`src/rtl/givens_row_sequencer_pkg.sv`:
```
// Shared types and default constants for the Givens-rotation row sequencer.
// The defaults mirror the CORDIC array that sits directly downstream.
package givens_pkg;

   localparam int DEF_N       = 31;  // MSB index of data words
   localparam int DEF_K       = 4;   // columns per row
   localparam int DEF_LAT     = 14;  // 13 CORDIC iterations plus its output register
   localparam int DEF_LAT_BYP = 1;   // CORDIC path taken when a==0 or b==0

   // Column index width carried by a token; sized for the default row length.
   localparam int COL_W = $clog2(DEF_K);

   typedef enum logic [1:0] {
      ST_LOAD,
      ST_ISSUE,
      ST_DRAIN
   } state_t;

   // Tag that travels beside a column while the CORDIC works on it.
   typedef struct packed {
      logic [COL_W-1:0] col;
      logic             last;
   } token_t;

   localparam int TOK_W = $bits(token_t);

endpackage

```
`src/rtl/givens_row_sequencer_delay.sv`:
```
// Valid-tagged shift line that shadows the CORDIC pipeline. Two taps are
// provided: the full-depth tap for the rotate path and a short tap for the
// CORDIC bypass path.
module valid_delay_line #(
   parameter int DEPTH   = 14,
   parameter int BYP_TAP = 1,
   parameter int W       = 3
) (
   input  logic         clk,
   input  logic         rst_n,
   input  logic         i_flush,
   input  logic         i_vld,
   input  logic [W-1:0] i_tok,
   input  logic         i_sel_byp,
   output logic         o_vld,
   output logic [W-1:0] o_tok
);

   // r_vld[m] / r_tok[m] hold the token m+1 cycles after it entered.
   logic [DEPTH-1:0] r_vld;
   logic [W-1:0]     r_tok [DEPTH];

   // Valid bits: cleared on reset, and flushed between rows so tokens left
   // behind the short tap cannot reappear at the long tap later.
   always_ff @(posedge clk or negedge rst_n) begin
      if (!rst_n) begin
         r_vld <= '0;
      end else if (i_flush) begin
         r_vld <= '0;
      end else begin
         r_vld <= {r_vld[DEPTH-2:0], i_vld};
      end
   end

   // Token payload shifts unconditionally; it is only meaningful beside r_vld.
   always_ff @(posedge clk) begin
      r_tok[0] <= i_tok;
      for (int m = 1; m < DEPTH; m++) begin
         r_tok[m] <= r_tok[m-1];
      end
   end

   assign o_vld = i_sel_byp ? r_vld[BYP_TAP-1] : r_vld[DEPTH-1];
   assign o_tok = i_sel_byp ? r_tok[BYP_TAP-1] : r_tok[DEPTH-1];

endmodule

```
`src/rtl/givens_row_sequencer.sv`:
```
// Row sequencer for Givens QR: buffers one X/Y row pair, streams the pivot and
// each column into the CORDIC array, and re-times the CORDIC results into a
// valid-tagged column stream.
module givens_row_sequencer
   import givens_pkg::*;
#(
   parameter int N       = DEF_N,
   parameter int K       = DEF_K,
   parameter int LAT     = DEF_LAT,
   parameter int LAT_BYP = DEF_LAT_BYP
) (
   input  logic                 clk,
   input  logic                 rst,
   input  logic                 in_valid,
   output logic                 in_ready,
   input  logic signed [N:0]    in_x,
   input  logic signed [N:0]    in_y,
   output logic signed [N:0]    cor_a,
   output logic signed [N:0]    cor_b,
   output logic signed [N:0]    cor_p,
   output logic signed [N:0]    cor_q,
   input  logic signed [N:0]    cor_pf,
   input  logic signed [N:0]    cor_qf,
   input  logic [15:0]          cor_angle,
   output logic                 out_valid,
   output logic [$clog2(K)-1:0] out_col,
   output logic signed [N:0]    out_p,
   output logic signed [N:0]    out_q,
   output logic [15:0]          out_angle,
   output logic                 out_last,
   output logic                 busy
);

   localparam int            CW       = $clog2(K);
   localparam logic [CW-1:0] LAST_COL = CW'(K - 1);

   state_t                r_state;
   state_t                w_state_nxt;
   logic                  w_accept;
   logic                  w_load_done;
   logic                  w_issue;
   logic                  w_drain_done;

   logic [CW-1:0]         r_ld_cnt;
   logic [CW-1:0]         r_iss_cnt;
   logic                  r_in_ready;
   logic                  r_byp;

   logic signed [N:0]     r_buf_x [K];
   logic signed [N:0]     r_buf_y [K];
   logic signed [N:0]     w_x0;
   logic signed [N:0]     w_y0;

   logic signed [N:0]     r_cor_a;
   logic signed [N:0]     r_cor_b;
   logic signed [N:0]     r_cor_p;
   logic signed [N:0]     r_cor_q;
   logic                  r_iss_vld;
   token_t                r_iss_tok;

   logic                  w_tap_vld;
   token_t                w_tap_tok;

   logic                  r_out_valid;
   logic [CW-1:0]         r_out_col;
   logic signed [N:0]     r_out_p;
   logic signed [N:0]     r_out_q;
   logic [15:0]           r_out_angle;
   logic                  r_out_last;

   // When the final beat lands in slot 0 the pivot is still on the input bus.
   assign w_x0 = (r_ld_cnt == '0) ? in_x : r_buf_x[0];
   assign w_y0 = (r_ld_cnt == '0) ? in_y : r_buf_y[0];

   // FSM state register.
   always_ff @(posedge clk or negedge rst) begin
      if (!rst) r_state <= ST_LOAD;
      else      r_state <= w_state_nxt;
   end

   // Next-state and per-state strobes.
   always_comb begin
      w_state_nxt  = r_state;
      w_accept     = 1'b0;
      w_load_done  = 1'b0;
      w_issue      = 1'b0;
      w_drain_done = 1'b0;
      unique case (r_state)
         ST_LOAD: begin
            w_accept    = in_valid & r_in_ready;
            w_load_done = w_accept & (r_ld_cnt == LAST_COL);
            if (w_load_done) w_state_nxt = ST_ISSUE;
         end
         ST_ISSUE: begin
            w_issue = 1'b1;
            if (r_iss_cnt == LAST_COL) w_state_nxt = ST_DRAIN;
         end
         ST_DRAIN: begin
            // One row at a time in the CORDIC: leave only once the last column is out.
            w_drain_done = r_out_valid & r_out_last;
            if (w_drain_done) w_state_nxt = ST_LOAD;
         end
         default: w_state_nxt = ST_LOAD;
      endcase
   end

   // Load/issue counters and the registered ready (low throughout reset).
   always_ff @(posedge clk or negedge rst) begin
      if (!rst) begin
         r_ld_cnt   <= '0;
         r_iss_cnt  <= '0;
         r_in_ready <= 1'b0;
      end else begin
         r_in_ready <= (w_state_nxt == ST_LOAD);
         if (w_accept) r_ld_cnt <= (r_ld_cnt == LAST_COL) ? '0 : r_ld_cnt + 1'b1;
         if (w_issue)  r_iss_cnt <= (r_iss_cnt == LAST_COL) ? '0 : r_iss_cnt + 1'b1;
      end
   end

   // Row buffer; the contents survive stalls in the input stream.
   always_ff @(posedge clk) begin
      if (w_accept) begin
         r_buf_x[r_ld_cnt] <= in_x;
         r_buf_y[r_ld_cnt] <= in_y;
      end
   end

   // Pivot and bypass flag are captured once per row and held through DRAIN.
   always_ff @(posedge clk or negedge rst) begin
      if (!rst) begin
         r_cor_a <= '0;
         r_cor_b <= '0;
         r_byp   <= 1'b0;
      end else if (w_load_done) begin
         r_cor_a <= w_x0;
         r_cor_b <= w_y0;
         r_byp   <= (w_x0 == '0) || (w_y0 == '0);
      end
   end

   // Issue stage: column operands and their token leave on the same edge.
   always_ff @(posedge clk or negedge rst) begin
      if (!rst) begin
         r_cor_p   <= '0;
         r_cor_q   <= '0;
         r_iss_vld <= 1'b0;
         r_iss_tok <= '0;
      end else begin
         r_iss_vld <= w_issue;
         if (w_issue) begin
            r_cor_p        <= r_buf_x[r_iss_cnt];
            r_cor_q        <= r_buf_y[r_iss_cnt];
            r_iss_tok.col  <= COL_W'(r_iss_cnt);
            r_iss_tok.last <= (r_iss_cnt == LAST_COL);
         end
      end
   end

   valid_delay_line #(
      .DEPTH   (LAT),
      .BYP_TAP (LAT_BYP),
      .W       (TOK_W)
   ) u_dly (
      .clk       (clk),
      .rst_n     (rst),
      .i_flush   (w_drain_done),
      .i_vld     (r_iss_vld),
      .i_tok     (r_iss_tok),
      .i_sel_byp (r_byp),
      .o_vld     (w_tap_vld),
      .o_tok     (w_tap_tok)
   );

   // Result stage: capture the CORDIC outputs in the cycle the token reaches its tap.
   always_ff @(posedge clk or negedge rst) begin
      if (!rst) begin
         r_out_valid <= 1'b0;
         r_out_col   <= '0;
         r_out_p     <= '0;
         r_out_q     <= '0;
         r_out_angle <= '0;
         r_out_last  <= 1'b0;
      end else begin
         r_out_valid <= w_tap_vld;
         r_out_last  <= w_tap_vld & w_tap_tok.last;
         if (w_tap_vld) begin
            r_out_col   <= CW'(w_tap_tok.col);
            r_out_p     <= cor_pf;
            r_out_q     <= cor_qf;
            r_out_angle <= r_byp ? 16'h0000 : cor_angle;
         end
      end
   end

   assign in_ready  = r_in_ready;
   assign cor_a     = r_cor_a;
   assign cor_b     = r_cor_b;
   assign cor_p     = r_cor_p;
   assign cor_q     = r_cor_q;
   assign out_valid = r_out_valid;
   assign out_col   = r_out_col;
   assign out_p     = r_out_p;
   assign out_q     = r_out_q;
   assign out_angle = r_out_angle;
   assign out_last  = r_out_last;
   assign busy      = (r_state != ST_LOAD);

endmodule

```
`config.mk`:
```
export PLATFORM = sky130hd
export DESIGN_NAME = givens_row_sequencer
export DESIGN_NICKNAME = d
export VERILOG_FILES = /design/src/rtl/givens_row_sequencer_pkg.sv /design/src/rtl/givens_row_sequencer_delay.sv /design/src/rtl/givens_row_sequencer.sv
export SDC_FILE = /design/constraint.sdc
export NUM_CORES = 1
export LEC_CHECK = 0
export ABC_CLOCK_PERIOD_IN_PS = 8330
export CAP_MARGIN = 20
export CORE_AREA = 2 2 227 229
export DETAILED_ROUTE_END_ITERATION = 16
export DIE_AREA = 0 0 229 231
export PLACE_DENSITY = 0.6
export SYNTH_ARGS = -nofsm -noshare
export SYNTH_HDL_FRONTEND = slang
export SYNTH_HIERARCHICAL = 1
export SYNTH_SLANG_ARGS = --single-unit
```
`constraint.sdc`:
```
create_clock -name clk -period 8.33 [get_ports clk]
set_clock_uncertainty 0.15 [all_clocks]
set_input_delay 0.833 -clock clk [delete_from_list [all_inputs] [get_ports clk]]
set_output_delay 0.833 -clock clk [all_outputs]
set_load 0.05 [all_outputs]
```
==> summary.txt <==
Clock network
  • Cts bufs inserted: 54
  • Post-CTS Setup Bufs: 0
  • CTS clk-pin slew, worst paths: 0.06 ns
  • Clock sinks: 536
  • Htree depth: 2
  • Root Driver: clkbuf_16
  • Hold Buf Count CTS: 0
  • Max clock buf depth: 3
  • Worst skew pair latency: 0.60 ns
  • PostCTS Resize Cnt: 0
  • CTS tree: yes

Pwr
  • Switching share of total power: 0.408
  • P_sw: 4780 uW
  • P_leak: 0.00995 uW
  • Gate power share: 0.430
  • Reg power frac: 0.362
  • Clock power frac: 0.208
  • Internal power: 6910 uW
  • Pwr dens: 449 nW/um2
  • Worst IR drop on VDD: 0.000310 V

Worst setup path
  • Worst Path Required: 8.39 ns
  • Critical path arrival: 3.17 ns
  • R2r worst-path depth: 4
  • FF-to-FF Start: r_state[0]
  • CP Class: in -> reg
  • CP Max Fanout: 72
  • Reg2reg setup slack: 5.31 ns
  • Nature of the critical path startpoint: primary input
  • End of the worst register-to-register path: r_buf_y[3][24]
  • Crit. End Element: flop

Min path
  • Hold Crit Class: in -> async

Routing
  • Vias: 11900
  • First drt pass iteration count: 5
  • Post-route ant nets: 0
  • Routed len/inst: 21.1 um
  • DRC Markers: 0
  • Routed vias/inst: 5.03
  • Initial DRC count: 996
  • Detailed Route WL: 50000 um

Placed design
  • Number of I/O port buffers: 360
  • Final RePlAce weighted congestion: 0.799
  • Detailed placer's ending HPWL: 31600 um

Global route
  • Vias in the first global route: 12500
  • Overall Global Routing Usage: 0.190
  • Largest net degree at the start of global routing: 131
  • Total gr overflow: 0
  • Initial antenna violation count: 5
  • Global-route wire length before repair: 76900 um

Synthesis
  • Top area cells in the synthesized netlist: edfxtp_1, dfrtp_1, mux4_2
  • Post-synth top flop: edfxtp_1
  • Cell count after synthesis: 1280
  • Syn_nets: 1433
  • Warnings, synthesis: 6
  • Post-synthesis sequential area ratio: 0.724
  • Top cell type's share of synthesized area: 0.384
  • Flops & latches, synth: 536
  • Synth cell types: 35
  • Synthesized area: 20000 um2
  • Synth area leader: edfxtp_1
  • Synthesized area per cell: 15.6 um2
  • EDFF count, synth: 256
  • Ys async rst share: 0.444

Floorplan
  • Core ar.: 50700 um2
  • Die area: 52900 um2
  • Die width: 229 um
  • Die Span Y: 231 um
  • I/O Pins: 361
  • Initial Utilization: 0.395
  • Rows: 83

STA
  • Setup TNS: 0 ns
  • Final hold vios: 0
  • Fin. max-slew vios: 0
  • Crit path time final: 3.11 ns
  • Fin crit share: 0.373
  • Least-Margin Pin Slew: 1.12 ns
  • RSZ-0062 raised after global routing: false
  • Max Freq: 322 MHz
  • Final setup violation count: 0
  • Worst slew margin: 0.251

Outcome
  • Status: completed

Run
  • Max Cap Violations: 0

Layout
  • Final core occ: 0.513
  • Nets@finish: 1793
  • Fillers: 4308
  • Area growth from synthesis to layout: 30.0%
  • Layout cells sized above 1: 0.149
==> power groups by stage <==
stage / Sequential, uW / Combinational [uW] / Clock, uW
4_1_cts: 4250 / 5100 / 2500
2_1_floorplan: 5830 / 1740 / 0
3_5_place_dp: 4290 / 5100 / 0
6_report: 4230 / 5030 / 2430
5_1_grt: 4340 / 5330 / 2600
3_3_place_gp: 4270 / 5050 / 0
==> state kept, by name (all words and copies together), names as in the netlist, 2 cells and up <==
register / cells
r_buf_x: 128
r_buf_y: 128
u_dly/r_tok: 42
cor_a: 32
cor_b: 32
cor_p: 32
cor_q: 32
out_p: 32
out_q: 32
out_angle: 16
u_dly/r_vld: 14
r_iss_tok: 3
out_col: 2
r_iss_cnt: 2
r_ld_cnt: 2
r_state: 2
==> per-layer routing <==
layer / wire length [um] / track usage
met1: 21000 / 0.248
met2: 24500 / 0.314
met3: 3220 / 0.0494
met4: 1270 / 0.0566
met5: 35 / 0
==> cells in the mapped netlist (5+ instances only) <==
cell type  instances
dfrtp_1          238
mux4_2            64
nor2b_1           16
mux2i_1           65
dfxtp_1           42
and2_1             5
mux2_2            66
nand4_1            6
a21oi_2           14
buf_2             19
o21ai_0           18
nor3_1             6
nor2_1            72
clkbuf_1          25
nor4_1            29
a21oi_1           51
inv_1             18
nand2_1          210
ha_1               6
buf_6              6
nand3b_1          16
edfxtp_1         256
buf_4             11
==> layout by cell type, fill, tap and decap left out, types with 3 or more instances in the layout <==
master           count
nor3_1               6
mux2_2              66
clkinv_2             8
mux2_1               3
nand3b_1            16
nand4_1              6
clkdlybuf4s50_1    359
edfxtp_1           256
mux4_2              64
nor4_1              29
ha_1                 4
a22oi_1              4
nor2b_1             16
mux2i_1             65
nor2_1              72
a21oi_1             51
clkbuf_8            10
buf_4               10
dfxtp_1             42
bufinv_16            3
clkbuf_16           56
o21ai_0             18
and2_4               4
nand2_1            210
clkinv_1             7
dfrtp_1            236
inv_1               18
clkbuf_1            12
a21oi_2             14
==> worst max-delay path, cell delays in order <==
cell and delay (ns):
clkdlybuf4s50_1 0.47, nand2_1 0.08, nor2_4 0.18, and2_4 0.73, buf_4 0.76
==> stage by stage <==
stage | hold WS, ns | cell area, um2 | cells | power, uW | setup WS [ns]
floorplan | 0.160 | 20000 | 1280 | 7570 | 4.94
global placement | 0.162 | 24200 | 2264 | 9330 | 4.62
detailed placement | 0.162 | 24200 | 2264 | 9390 | 4.60
CTS | 0.171 | 26000 | 2366 | 11900 | 5.23
global route | 0.167 | 26000 | 2368 | 12300 | 5.07
finish | 0.139 | 26000 | 2368 | 11700 | 5.22
==> layout make-up <==
type / instances / area (um2) / area share
clock inverters: 24 / 221 / 0.00851
inverters: 19 / 71.3 / 0.00274
flip-flops and latches: 536 / 14500 / 0.557
diodes: 2 / 5.00 / 0.000192
repair buffers: 371 / 3700 / 0.142
multi-input cells: 658 / 5090 / 0.196
well taps: 680 / 851 / 0.0327
clock buffers: 78 / 1580 / 0.0609
==> worst max path at each step <==
stage | start | endpoint | slack (ns) | depth (start not counted)
after global routing | in_valid | cor_b[15] | 5.07 | 7
after CTS | in_valid | r_buf_y[3][23] | 5.23 | 5
final | in_valid | r_buf_y[3][24] | 5.22 | 5
after detailed placement | in_valid | r_buf_y[3][23] | 4.60 | 5
after floorplan | r_ld_cnt[0] | r_buf_x[0][0] | 4.94 | 6
after global placement | in_valid | r_buf_y[3][25] | 4.62 | 5
==> cells by family after synthesis <==
kind of cell,Yosys count,share of synthesized area
and+or+nand+nor,363,0.0792
DFF,536,0.724
buffers and inverters,86,0.0236
AOI/OAI and AO/OA,90,0.0261
muxes,199,0.144
adders and majority gates,6,0.00375
Power figures use the tool's default switching activity.
